### config.mk
export PLATFORM = sky130hd
export DESIGN_NAME = sc_frogger_round_controller
export DESIGN_NICKNAME = d
export VERILOG_FILES = /design/src/rtl/sc_frogger_round_controller.sv
export SDC_FILE = /design/constraint.sdc
export NUM_CORES = 1
export LEC_CHECK = 0
export CAP_MARGIN = 20
export CORE_UTILIZATION = 50
export CTS_BUF_LIST = sky130_fd_sc_hd__clkbuf_4 sky130_fd_sc_hd__clkbuf_8
export CTS_CLUSTER_SIZE = 25
export DETAILED_ROUTE_END_ITERATION = 10
export HOLD_SLACK_MARGIN = 0.06
export PLACE_DENSITY = 0.69
export SETUP_SLACK_MARGIN = 0.05
export SYNTH_ARGS = -nofsm -noshare
export SYNTH_HDL_FRONTEND = slang
export SYNTH_SLANG_ARGS = --single-unit
export TNS_END_PERCENT = 50
### constraint.sdc
create_clock -name SC_STATEMACHINEGAME_CLOCK_50 -period 5.4 [get_ports SC_STATEMACHINEGAME_CLOCK_50]
set_input_delay 1.08 -clock SC_STATEMACHINEGAME_CLOCK_50 [delete_from_list [all_inputs] [get_ports SC_STATEMACHINEGAME_CLOCK_50]]
set_output_delay 1.08 -clock SC_STATEMACHINEGAME_CLOCK_50 [all_outputs]
set_load 0.03 [all_outputs]
### src/rtl/sc_frogger_round_controller.sv
// Round/lives sequencer for Frogger: sequences clear, respawn and freeze, owns lives and the round-transition timer.
// Optional level counter with a shorter win pause is enabled by defining SC_ROUNDCTRL_LEVEL_EN.
module sc_frogger_round_controller #(
    parameter int LIVES_INIT        = 3,
    parameter int LIVES_WIDTH       = 2,
    parameter int TRANSITION_CYCLES = 50_000_000,
    parameter int TIMER_WIDTH       = 26
) (
    input  logic                   SC_STATEMACHINEGAME_CLOCK_50,
    input  logic                   SC_STATEMACHINEGAME_RESET_InHigh,
    input  logic                   SC_ROUNDCTRL_startButton_InLow,
    input  logic                   SC_ROUNDCTRL_collision_InLow,
    input  logic                   SC_ROUNDCTRL_goal_InLow,
    output logic                   SC_ROUNDCTRL_clear_OutLow,
    output logic                   SC_ROUNDCTRL_respawn_OutLow,
    output logic                   SC_ROUNDCTRL_freeze_OutHigh,
    output logic [LIVES_WIDTH-1:0] SC_ROUNDCTRL_lives_Out,
    output logic                   SC_ROUNDCTRL_gameover_OutHigh,
    output logic                   SC_ROUNDCTRL_win_OutHigh
`ifdef SC_ROUNDCTRL_LEVEL_EN
    ,
    output logic [3:0]             SC_ROUNDCTRL_level_Out
`endif
);

    // state     | meaning
    // IDLE      | after reset, waiting for start
    // INIT      | clear matrix, reload lives
    // PLAY      | frog moving, watching collision/goal
    // HIT       | lose a life
    // HIT_WAIT  | pause before respawn
    // RESPAWN   | reload frog at start row
    // WIN_WAIT  | pause after reaching goal row
    // GAMEOVER  | no lives left, waiting for a fresh start press
    typedef enum logic [2:0] {
        S_IDLE     = 3'd0,
        S_INIT     = 3'd1,
        S_PLAY     = 3'd2,
        S_HIT      = 3'd3,
        S_HIT_WAIT = 3'd4,
        S_RESPAWN  = 3'd5,
        S_WIN_WAIT = 3'd6,
        S_GAMEOVER = 3'd7
    } state_t;

    localparam logic [TIMER_WIDTH-1:0] HIT_LAST  = TIMER_WIDTH'(TRANSITION_CYCLES - 1);
`ifdef SC_ROUNDCTRL_LEVEL_EN
    localparam logic [TIMER_WIDTH-1:0] WIN_LAST  = TIMER_WIDTH'(TRANSITION_CYCLES / 2 - 1);
`else
    localparam logic [TIMER_WIDTH-1:0] WIN_LAST  = HIT_LAST;
`endif
    localparam logic [TIMER_WIDTH-1:0] TIMER_MAX = '1;
    localparam logic [LIVES_WIDTH-1:0] LIVES_RST = LIVES_WIDTH'(LIVES_INIT);

    state_t                   state_q, state_d;
    logic [LIVES_WIDTH-1:0]   lives_q, lives_d;
    logic [TIMER_WIDTH-1:0]   timer_q, timer_d;
    logic                     start_prev_q, start_prev_d;
    logic [TIMER_WIDTH-1:0]   timer_inc;
`ifdef SC_ROUNDCTRL_LEVEL_EN
    logic [3:0]               level_q, level_d;
`endif

    always_ff @(posedge SC_STATEMACHINEGAME_CLOCK_50 or posedge SC_STATEMACHINEGAME_RESET_InHigh) begin
        if (SC_STATEMACHINEGAME_RESET_InHigh) begin
            state_q      <= S_IDLE;
            lives_q      <= LIVES_RST;
            timer_q      <= '0;
            start_prev_q <= 1'b1;
`ifdef SC_ROUNDCTRL_LEVEL_EN
            level_q      <= 4'd0;
`endif
        end else begin
            state_q      <= state_d;
            lives_q      <= lives_d;
            timer_q      <= timer_d;
            start_prev_q <= start_prev_d;
`ifdef SC_ROUNDCTRL_LEVEL_EN
            level_q      <= level_d;
`endif
        end
    end

    // Saturating increment keeps the timer from wrapping if a wait is ever held past its terminal count.
    assign timer_inc = (timer_q == TIMER_MAX) ? timer_q : timer_q + TIMER_WIDTH'(1);

    always_comb begin
        state_d      = state_q;
        lives_d      = lives_q;
        timer_d      = timer_q;
        start_prev_d = SC_ROUNDCTRL_startButton_InLow;
`ifdef SC_ROUNDCTRL_LEVEL_EN
        level_d      = level_q;
`endif
        SC_ROUNDCTRL_clear_OutLow     = 1'b1;
        SC_ROUNDCTRL_respawn_OutLow   = 1'b1;
        SC_ROUNDCTRL_freeze_OutHigh   = 1'b1;
        SC_ROUNDCTRL_gameover_OutHigh = 1'b0;
        SC_ROUNDCTRL_win_OutHigh      = 1'b0;
        SC_ROUNDCTRL_lives_Out        = lives_q;

        case (state_q)
            S_IDLE: begin
                if (!SC_ROUNDCTRL_startButton_InLow) begin
                    state_d = S_INIT;
`ifdef SC_ROUNDCTRL_LEVEL_EN
                    level_d = 4'd0;
`endif
                end
            end
            S_INIT: begin
                SC_ROUNDCTRL_clear_OutLow = 1'b0;
                lives_d = LIVES_RST;
                state_d = S_PLAY;
            end
            S_PLAY: begin
                SC_ROUNDCTRL_freeze_OutHigh = 1'b0;
                if (!SC_ROUNDCTRL_collision_InLow) begin
                    state_d = S_HIT;
                end else if (!SC_ROUNDCTRL_goal_InLow) begin
                    state_d = S_WIN_WAIT;
                    timer_d = '0;
                end
            end
            S_HIT: begin
                timer_d = '0;
                if (lives_q != '0) begin
                    lives_d = lives_q - LIVES_WIDTH'(1);
                end
                state_d = (lives_q == LIVES_WIDTH'(1)) ? S_GAMEOVER : S_HIT_WAIT;
            end
            S_HIT_WAIT: begin
                timer_d = timer_inc;
                if (timer_q == HIT_LAST) begin
                    state_d = S_RESPAWN;
                end
            end
            S_RESPAWN: begin
                SC_ROUNDCTRL_respawn_OutLow = 1'b0;
                SC_ROUNDCTRL_freeze_OutHigh = 1'b0;
                state_d = S_PLAY;
            end
            S_WIN_WAIT: begin
                SC_ROUNDCTRL_win_OutHigh = 1'b1;
                timer_d = timer_inc;
                if (timer_q == WIN_LAST) begin
                    state_d = S_INIT;
`ifdef SC_ROUNDCTRL_LEVEL_EN
                    if (level_q != 4'd15) begin
                        level_d = level_q + 4'd1;
                    end
`endif
                end
            end
            S_GAMEOVER: begin
                SC_ROUNDCTRL_gameover_OutHigh = 1'b1;
                SC_ROUNDCTRL_lives_Out        = '0;
                // Only a fresh press restarts; a button still held from play must be released first.
                if (!SC_ROUNDCTRL_startButton_InLow && start_prev_q) begin
                    state_d = S_INIT;
`ifdef SC_ROUNDCTRL_LEVEL_EN
                    level_d = 4'd0;
`endif
                end
            end
            default: begin
                state_d = S_IDLE;
            end
        endcase
    end

`ifdef SC_ROUNDCTRL_LEVEL_EN
    assign SC_ROUNDCTRL_level_Out = level_q;
`endif

endmodule
# --- After elaboration in Yosys (flattened, before gate mapping) ---
# Index checks and enable logic that the tools add are counted.
totals:
  ff_bits: 32
  in_bits: 5
op_classes:
  n_addsub: 2
  n_eq_ne: 19
  n_mux: 20
  reduce_logical: 12
op_table:
  columns: ["op", "n"]
  rows:
  - ["$mux 26", 3]
  - ["$pmux 26 s3", 1]
  - ["$eq 26x26->1 const B", 2]
  - ["$add 26x1->26 const B", 1]
  - ["$pmux 3 s7", 1]
  - ["$mux 3", 6]
  - ["$ne 2x2->1 const B", 8]
  - ["$eq 3x3->1 const B", 4]
  - ["$eq 3x2->1 const B", 2]
  - ["$mux 2", 3]
  - ["$reduce_or 2->1", 3]
  - ["$mux 1", 5]
  - ["$reduce_and 5->1", 1]
  - ["$pmux 2 s2", 1]
  - ["$reduce_and 4->1", 1]
  - ["$reduce_bool 2->1", 2]
  - ["$eq 3x1->1 const B", 1]
  - ["$logic_not 3->1", 1]
  - ["$ne 3x3->1 const B", 1]
  - ["$reduce_bool 3->1", 1]
  - ["$eq 2x1->1 const B", 1]
  - ["$reduce_and 2->1", 1]
  - ["$sub 2x1->2 const B", 1]
  - ["$logic_and 1x1->1", 1]
  - ["$logic_not 1->1", 1]

# --- Depth between registers and ports, before layout ---
logic_depth:
  depth_word: 4
  mapped_depth: 7
  depth_no_buf: 6

# --- Worst setup path after synthesis ---
# No wires, ideal clock.
synth_timing:
  kind: "register -> output"
  from: "reg state_q[2]"
  to: "out SC_ROUNDCTRL_lives_Out[0]"
  t_arrival_ns: 1.503
  slack_ns: 2.817
  stages_incl_launch_ff: 5
  path_cell_list: "dfrtp_1 > buf_1 > nand2_1 > nor2_1 > nor2_1"
synth_via:
  elab_chain_len: 2
synth_lines:
  columns: ["item", "line", "source"]
  rows:
  - ["from (decl)", "55", "state_t state_q, state_d;"]
  - ["from (signal assigned)", "74", "state_q <= state_d;"]
  - ["$eq 3x3->1", "102", "case (state_q)"]
  - ["$mux 2", "102", null]
  - ["to (decl)", "17", "output logic [LIVES_WIDTH-1:0] SC_ROUNDCTRL_lives_Out,"]
# No other way between the ends.

# --- Worst setup path in the final report ---
layout_timing:
  from: "reg state_q[2]"
  to: "out SC_ROUNDCTRL_win_OutHigh"
layout_via:
  elab_chain_len: 2
layout_lines:
  columns: ["item", "line", "source"]
  rows:
  - ["$eq 3x3->1", "102", null]
  - ["$mux 1", "102", null]
  - ["to (decl)", "19", "output logic SC_ROUNDCTRL_win_OutHigh"]
# No other way between the ends.

==> results.toml <==
[power_and_ir_drop]
p_comb_frac = 0.020
pwr-share-clk = 0.432
p_sw_frac = 0.2158
seq_power_share = 0.548
p_leak_nw = 0.9753
p_int_w = 0.0003442
ir_drop_mv = 0.1642
p_per_area_nw_per_um2 = 194.7
p_switching_w = 0.00009471

[clocking]
postCtsSetupRepairBufs = 0
cts_made_buffers = 5
cts_buffer_depth = 2
ctsHoldBuffers = 0
cts_resized = 0
path_clk_slew_ns = 0.06
cts_tree = "built"
clkLatencyLatePin_ns = 0.29
cts_sinks = 32
cts_root_buf = "clkbuf_8"
htreeDepth = 2

[worst_setup_path]
r2r_start = "timer_q[0]"
end_kind = "primary output"
cp_max_fo = 13
crit_type = "flop to primary output"
worstPathArrival_ns = 2.29
regToRegSetupSlack_ns = 2.81
r2r_cells = 7
cp.required_ns = 4.32
r2r-end = "timer_q[3]"
cp-start-kind = "flop"

[floorplan]
io_pins = 12
start_util = 0.5345
core_um2 = 3771
die_h_um = 65.50
die_area_um2 = 4290
fp-row-count = 22
die_x_um = 65.50

[synthesis]
syn_inst = 225
synth_simple_gate_area_share = 0.2936
synth_compound_area_frac = 0.2017
syn_area_um2 = 2016
synth_edf_count = 0
yosys_warnings = 0
ys_seq_elements = 32
synthAdderAreaFrac = 0.02483
synth_top_family_by_area = "simple AND/OR/NAND/NOR gates"
synth_top_cell_area_share = 0.3600
synthMuxAreaShare = 0.02545
yosys.cell_types.count = 51
postSynthAreaPerCell_um2 = 8.959
syn_nets = 234
async_flop_share = 1.000
ys_seq_area_frac = 0.3991
synth_xor_area_frac = 0.01738
synth-main-ff-cell = "dfrtp_1"
ys_top_cells_by_area = "dfrtp_1, a31oi_1, dfstp_2, nand2_1, nand3_1"
yosysTopAreaCell = "dfrtp_1"

[sta]
clock.fmax_mhz = 297.2
relSlewSlack = 0.3270
setup_viol = 0
clock_skew_ns = 0.01086
layout_setup_ws_ns = 2.035
slew_violations = 0
period_share = 0.6232
final_hold_viol_count = 0
period_needed_ns = 3.365
worst_slew_pin_slew_ns = 1.005
fin_tns_setup_ns = 0
rsz0062_at_grt = "no"

[run]
maxCapViolCount = 0

[placement]
pre_cts_ws_ns = 2.372
port-buffer-count = 11
post_dp_cell_area_um2 = 2166
place_inst = 277
hpwl_um = 3468
gp_congestion = 0.8516

[layout]
final_cell_area_um2 = 2255
seq_area_um2 = 804.5
syn2layout_area_growth_pct = 11.86
instances_no_fill = 285
fillCellCount = 319
layout_commonest_cell = "dfrtp_1"
n_antenna_cell = 0
final_cell_mix = "dfrtp_1, nand2_1, nand3_1, nor2_1, a21oi_1"
multi_input_area_um2 = 1135
drive_gt1_frac = 0.1181
fin_nets = 245

[worst_hold_path]
hp-start = "timer_q[25]"
hp-class = "flop to flop"
whs_path_depth = 1
hold_end = "timer_q[25]"

[routing]
first_iter_violations = 146
vias_per_cell = 6.386
ant_nets = 0
drt-total-wl_um = 4829
routedWlPerCell_um = 16.94
num_vias = 1820
drc_errors = 0
drt_pass1_iterations = 5

[global_route]
grt_pass1_vias = 1839
track_usage = 0.2548
grt_first_pass_wirelength_um = 8231
overflow = 0
antenna_found_initial = 0
grt_max_degree = 27

[outcome]
status = "finished clean"
## cell type report
type / instances / share of cell area
repair buffers: 14 / 0.05882
flip-flops and latches: 32 / 0.3568
well taps: 48 / 0.02664
multi-input cells: 174 / 0.5033
inverters: 9 / 0.01498
clock inverters: 1 / 0.002220
clock buffers: 7 / 0.03718
## cell families after synthesis
logic type                 after synthesis
AOI/OAI and AO/OA                       61
adders and majority gates                4
xor gates and xnor gates                 4
and+or+nand+nor                        100
buffers and inverters                   19
DFF                                     32
muxes                                    5
## power by group through the flow
stage / Combinational, W / Clock [W] / Sequential [W]
after floorplan: 0.00000406 / 0 / 0.000245
after global placement: 0.00000906 / 0 / 0.000245
after detailed placement: 0.00000948 / 0 / 0.000245
after CTS: 0.00000952 / 0.000191 / 0.000241
after global routing: 0.0000106 / 0.000201 / 0.000240
final: 0.00000895 / 0.000189 / 0.000241
## through the flow
step	hold WS [ns]	power, W	utilization
final	0.5238	0.0004389	0.5979
after global routing	0.5511	0.0004520	0.5979
after CTS	0.5164	0.0004413	0.5979
after detailed placement	0.5038	0.0002544	0.5743
after global placement	0.4975	0.0002540	0.5743
after floorplan	0.4664	0.0002490	-
## synthesized netlist by cell type (6+ instances only)
library cell / count
a21oi_1: 14
a31oi_1: 13
and3_1: 6
dfrtp_1: 29
inv_1: 8
nand2_1: 21
nand3_1: 15
nand4_1: 6
nor2_1: 15
nor3_1: 7
o21ai_0: 10
## worst max path at each step
stage | end | slack (ns) | start
6_report | SC_ROUNDCTRL_win_OutHigh | 2.03 | state_q[2]
5_1_grt | SC_ROUNDCTRL_win_OutHigh | 1.87 | state_q[2]
4_1_cts | SC_ROUNDCTRL_win_OutHigh | 2.06 | state_q[2]
3_5_place_dp | SC_ROUNDCTRL_win_OutHigh | 2.37 | state_q[2]
3_3_place_gp | SC_ROUNDCTRL_win_OutHigh | 2.42 | state_q[2]
2_1_floorplan | SC_ROUNDCTRL_lives_Out[0] | 2.82 | state_q[2]
## routing by layer
metal,GRT usage,vias up,wire length (um)
li1,-,870,-
met3,0.06944,13,178
met5,0,-,0
met2,0.4253,48,2386
met4,0.1223,0,102
met1,0.3007,889,2160
## flip-flops by register name (all words and copies together) (netlist names)
register and flops:
start_prev_q 1, state_q 3, lives_q 2, timer_q 26
## worst max-delay path, cell delays in order, from the launching register on
cell and delay (ns):
dfrtp_1 0.56, nor2b_1 0.57, and2_1 0.21, clkdlybuf4s50_1 0.66
Power figures use the tool's default switching activity.
